<file path="src/rtl/fifo_wptr_full_ctrl.sv">
// Write-domain half of an async FIFO. It owns the binary/Gray write pointer and derives
// registered full, almost-full, occupancy and sticky overflow from the synchronized read pointer.
module fifo_wptr_full_ctrl #(
    parameter int ADDRSIZE = 4
) (
    input  logic                wclk,
    input  logic                wrst_n,
    input  logic                winc,
    input  logic [ADDRSIZE:0]   wq2_rptr,
    input  logic [ADDRSIZE:0]   afull_thresh,
    input  logic                wclr_ovf,
    output logic [ADDRSIZE-1:0] waddr,
    output logic                wclken,
    output logic [ADDRSIZE:0]   wptr,
    output logic                wfull,
    output logic                walmost_full,
    output logic [ADDRSIZE:0]   wlevel,
    output logic                wovf
);

    localparam int A = ADDRSIZE;

    logic [A:0] wbin;
    logic [A:0] wbinnext;
    logic [A:0] wgraynext;
    logic [A:0] rbin;
    logic [A:0] level_next;
    logic [A:0] full_match;

    // Handshake: winc is a request with no back-pressure wait; wclken marks acceptance,
    // i.e. the memory write and the pointer advance happen only when winc=1 and wfull=0.
    assign wclken    = winc & ~wfull;
    assign waddr     = wbin[A-1:0];
    assign wbinnext  = wbin + {{A{1'b0}}, wclken};
    assign wgraynext = (wbinnext >> 1) ^ wbinnext;

    always_comb begin
        rbin    = '0;
        rbin[A] = wq2_rptr[A];
        for (int i = A - 1; i >= 0; i--) begin
            rbin[i] = rbin[i+1] ^ wq2_rptr[i];
        end
    end

    // Full when the write pointer is exactly one lap ahead: top two Gray bits inverted.
    assign full_match = {~wq2_rptr[A:A-1], wq2_rptr[A-2:0]};
    assign level_next = wbinnext - rbin;

    always_ff @(posedge wclk or negedge wrst_n) begin
        if (!wrst_n) begin
            wbin         <= '0;
            wptr         <= '0;
            wfull        <= 1'b0;
            walmost_full <= 1'b0;
            wlevel       <= '0;
            wovf         <= 1'b0;
        end else begin
            wbin         <= wbinnext;
            wptr         <= wgraynext;
            wfull        <= (wgraynext == full_match);
            walmost_full <= (level_next >= afull_thresh);
            wlevel       <= level_next;
            if (winc && wfull) begin
                wovf <= 1'b1;
            end else if (wclr_ovf) begin
                wovf <= 1'b0;
            end
        end
    end

endmodule

</file>
<file path="config.mk">
export PLATFORM = sky130hd
export DESIGN_NAME = fifo_wptr_full_ctrl
export DESIGN_NICKNAME = d
export VERILOG_FILES = /design/src/rtl/fifo_wptr_full_ctrl.sv
export SDC_FILE = /design/constraint.sdc
export NUM_CORES = 1
export LEC_CHECK = 0
export ABC_AREA = 1
export ABC_CLOCK_PERIOD_IN_PS = 3800
export BUFFER_PORTS_ARGS = -buffer_cell sky130_fd_sc_hd__buf_2
export CAP_MARGIN = 20
export CORE_UTILIZATION = 35
export CTS_CLUSTER_SIZE = 12
export DETAILED_ROUTE_END_ITERATION = 10
export PLACE_DENSITY = 0.69
export SLEW_MARGIN = 20
export SYNTH_ARGS = -nofsm -noshare
export SYNTH_HDL_FRONTEND = slang
export SYNTH_SLANG_ARGS = --single-unit
</file>
<file path="constraint.sdc">
create_clock -name wclk -period 3.8 [get_ports wclk]
set_input_delay 0.19 -clock wclk [delete_from_list [all_inputs] [get_ports wclk]]
set_output_delay 0.19 -clock wclk [all_outputs]
set_load 0.02 [all_outputs]
</file>
; ---- Yosys cells after proc, flatten, opt, wreduce, memory -nomap -nowiden
; Cells that the tools add are included.
[totals]
ff_bits = 18
inputBits = 14
output_inout_bits = 18
elab_cells = 22
[op_classes]
addsub = 2
magnitude_cmp = 1
eq_ne = 1
mux = 2
bitwise = 8
n_reduce_logical = 2
[ops]
columns = op, count
row1 = 5-bit by 1-bit adder with 5-bit output, 1
row2 = 5-bit equality test, 1
row3 = 5-bit greater-or-equal comparator, 1
row4 = 5-bit subtractor, 1
row5 = 4-bit by 5-bit bitwise XOR with 5-bit output, 1
row6 = 1-bit bitwise XOR, 4
row7 = 1-bit 2-to-1 mux, 2
row8 = 2-bit NOT, 1
row9 = 2-bit nonzero test, 1
row10 = 1-bit AND, 1
row11 = 1-bit logical AND, 1
row12 = 1-bit NOT, 1

; ---- Depth between registers and ports, before layout
[logic_depth]
word_depth = 6
depth_mapped = 17
ltp_nobuf = 17

; ---- Least setup slack after synthesis
; No wires, ideal clock.
[synth_timing]
path_kind = register -> register
startpoint = reg wfull
endpoint = reg walmost_full
setup_time_ns = 0.146
arrival_ns = 3.024
setup_slack_ns = 0.630
path_stages_with_launch = 16
n_path_buf = 0
period_less_slack_ns = 3.170
path_cell_list = dfrtp_1 nor2_1 ha_1 ha_1 nand2_1 nand2_2 inv_2 ha_1 nand2_1 nor2_1 a211oi_1 xnor2_1 ha_1 a21oi_1 o21a_1 o311ai_0
[synth_via]
elab_chain_len = 5
[synth_lines]
columns = item, line_no
row1 = from (decl), 15  ; output logic wfull,
row2 = from (signal assigned), 60  ; wfull <= (wgraynext == full_match);
row3 = 1-bit NOT, 32  ; assign wclken = winc & ~wfull;
row4 = 1-bit AND, 32
row5 = via wclken, 13  ; output logic wclken,
row6 = 5-bit by 1-bit adder with 5-bit output, 34  ; assign wbinnext = wbin + {{A{1'b0}}, wclken};
row7 = via wbinnext[2], 24  ; logic [A:0] wbinnext;
row8 = 5-bit subtractor, 47  ; assign level_next = wbinnext - rbin;
row9 = via level_next[4], 27  ; logic [A:0] level_next;
row10 = 5-bit greater-or-equal comparator, 61  ; walmost_full <= (level_next >= afull_thresh);
row11 = to (signal assigned), 61
row12 = to (decl), 16  ; output logic walmost_full,
; The timed path passes the listed nets, and every way through them passes these cells.
; A chain may end at the register's enable or synchronous reset.

; ---- Worst setup path in the final report
[layout_timing]
startpoint = reg wfull
endpoint = reg walmost_full
[layout_via]
elab_chain_len = 5
[layout_lines]
columns = item, line_no
row1 = 1-bit NOT, 32
row2 = 1-bit AND, 32
row3 = 5-bit by 1-bit adder with 5-bit output, 34
row4 = via wbinnext[2], 24
row5 = 5-bit subtractor, 47
row6 = via level_next[4], 27
row7 = 5-bit greater-or-equal comparator, 61
; The timed path passes the listed nets, and every way through them passes these cells.

==> flow_summary.ini <==
[worst_setup_path]
critPathBufInv = 1
critPathArrivalTime_ns = 3.21
r2r_start = wfull
ff2ff_path_depth = 15
rrSetupSlack_ns = 0.73
critical_path.max_fanout = 6
required_ns = 3.95
crit_top_cell = ha_1
endpoint_kind = flop
critical_path.slowest_cell = dfrtp_1
worstSetupPathType = flop to flop
crit_path_cell_trace = nor2_1 -> ha_1 -> ha_1 -> nand2_1 -> nand2_2 -> inv_2 -> ha_1 -> nand2_1 -> nor2_1 -> a211oi_1 -> xnor2_1 -> ha_1 -> a21oi_1 -> o21a_1 -> o311ai_0
crit_path_max_incr_delay_ns = 0.41
critPathLaunchType = flop
crit_family = adder cells
timing.rr.end = walmost_full

[place]
place_area_um2 = 1264
port_buffers = 31
dp_cells = 195
place_congestion = 0.8492
place_hpwl_um = 1900
preCtsSetupSlack_ns = 0.7531

[clock_tree]
clk_latency_ns = 0.28
clk_pin_slew_ns = 0.10
cts_tree = built
clockBufferDepth = 2
cts_root_buf = clkbuf_4
htreeDepth = 1
numCtsBuffers = 3
cts_resized = 0
cts_sinks = 17

[power_and_ir_drop]
total_power_w = 0.001279
powerDensity_nw_per_um2 = 981.1
combPwrFrac = 0.667
power_frac_seq = 0.259
p_leak_nw = 0.7512
power_frac_clock = 0.075
ir_worst_vdd_mv = 0.2306
p_int_w = 0.0006277
p_switching_w = 0.0006514
swShare = 0.5093

[status]
status = finished with violations
violations = DRC

[logic_synthesis]
syn_avg_cell_area_um2 = 8.067
synth-seq-cells = 17
synth_warnings = 0
syn_inst = 134
ys_seq_area_frac = 0.3935
ys_types = 20
synth_area_um2 = 1081
synth_nets = 160

[sta]
rsz0062_at_grt = no
fin_crit_sh = 0.8069
finalCriticalPeriod_ns = 3.066
hold_viol = 0
tightest_slew_ns = 0.3619
drv_slew = 0
maxClockFrequency_mhz = 326.1
clock_skew_ns = 0.001566
tns_ns = 0
setup_slack_ns = 0.7337
setup_violations = 0
slew_headroom = 0.7588

[worst_hold_path]
hold_depth = 2
hold_path_end = wovf
min_from = wclr_ovf
hold_path_class = input port to flop

[grt]
grt_max_degree = 18
antenna_found_initial = 0
grtUsageTotal = 0.1473
grt_pass1_wl_um = 3781
grt_overflow = 0
grt_pass1_vias = 992

[drt]
drt_iter0_markers = 20
via_count = 1000
dr.pass1.iters = 9
wl_per_cell_um = 11.07
vias_per_cell = 5.000
drt_wl_total_um = 2214
drc_errors = 3
ant_nets = 0

[cells_and_area]
antenna_cells = 0
fin_cells = 200
fin_area_um2 = 1304
layout_common_cells = nand2_1, buf_2, inv_1
fin_nets = 196
synthToLayoutAreaGrowth_pct = 20.60
drive_gt1_frac = 0.2604
final_common_cell = nand2_1

[floorplanning]
row_count = 19
initial_core_util = 0.3821
core_um2 = 2829
dieArea_um2 = 3315
die_y_um = 57.58
die_width_um = 57.58
num_io_pins = 32

[job]
maxCapViolCount = 0
## per-layer routing
layer	vias to the layer above	track usage	wire length, µm
li1	501	-	-
met1	468	0.1605	921
met2	25	0.2658	1156
met3	6	0.02268	76
met4	0	0.09059	60
met5	-	0	0
## sequential cells by signal (all words and copies together), names as in the netlist
| register | flops |
|---|---|
| wbin | 5 |
| wfull | 1 |
| walmost_full | 1 |
| wovf | 1 |
| wptr | 4 |
| wlevel | 5 |
## timing repair
item,4_1_cts,5_1_grt
setup endpoints to repair,0,0
setup buffers,0,0
hold endpoints to repair,17,0
hold buffers,1,0
## logic make-up (layout without fill, tap and decap cells)
logic type,Yosys count,count (layout),synth area share
AND/OR/NAND/NOR,68,68,0.2847
buffers and inverters,24,59,0.09028
flip-flops,17,17,0.3935
adder cells (fa/ha/maj),12,12,0.1458
AO/OA/AOI/OAI,8,8,0.04514
XOR/XNOR,5,5,0.04052
## synthesized netlist by cell type
library cell  count  share of area
o21ai_0           2         0.0093
inv_2             2         0.0069
ha_1             11           0.13
nor2_1            4          0.014
fa_1              1          0.019
xnor2_1           3          0.024
nand4_1           5          0.029
inv_1            21          0.073
nand2_1          38           0.13
a21oi_1           3          0.014
dfrtp_1          17           0.39
o21a_1            1         0.0069
nand3_1          13          0.060
nand2_2           6          0.035
nand2b_1          1         0.0058
o311ai_0          1         0.0081
nand3_2           1         0.0093
buf_6             1          0.010
a211oi_1          1         0.0069
xor2_1            2          0.016
## power groups by stage
stage	clock network [W]	registers, W	logic (W)
floorplan	0	0.000430	0.000533
global placement	0	0.000330	0.000830
detailed placement	0	0.000336	0.000853
CTS	0.0000996	0.000333	0.000858
global route	0.000108	0.000341	0.000960
finish	0.0000956	0.000331	0.000853
## final cells by class
class                   instances  area, µm²
clock buffers                   3      22.52
clock inverters                 1      7.507
fillers                       295       1525
inverters                      23      86.33
multi-input cells              93      558.0
flip-flops and latches         17      425.4
well taps                      31      38.79
repair buffers                 32      165.2
## worst max-delay path by stage
stage	from	to	depth (start not counted)
2_1_floorplan	wfull	walmost_full	15
3_3_place_gp	wfull	walmost_full	15
3_5_place_dp	wfull	walmost_full	15
4_1_cts	wfull	walmost_full	15
5_1_grt	wfull	walmost_full	15
6_report	wfull	walmost_full	15
## per-stage QoR
step / utilization / hold WS, ns
CTS: 0.4609 / 0.09567
finish: 0.4609 / 0.09320
detailed placement: 0.4467 / 0.1263
global route: 0.4609 / 0.08213
floorplan: - / -0.1056
global placement: 0.4467 / 0.1204
(Power assumes the default switching activity.)
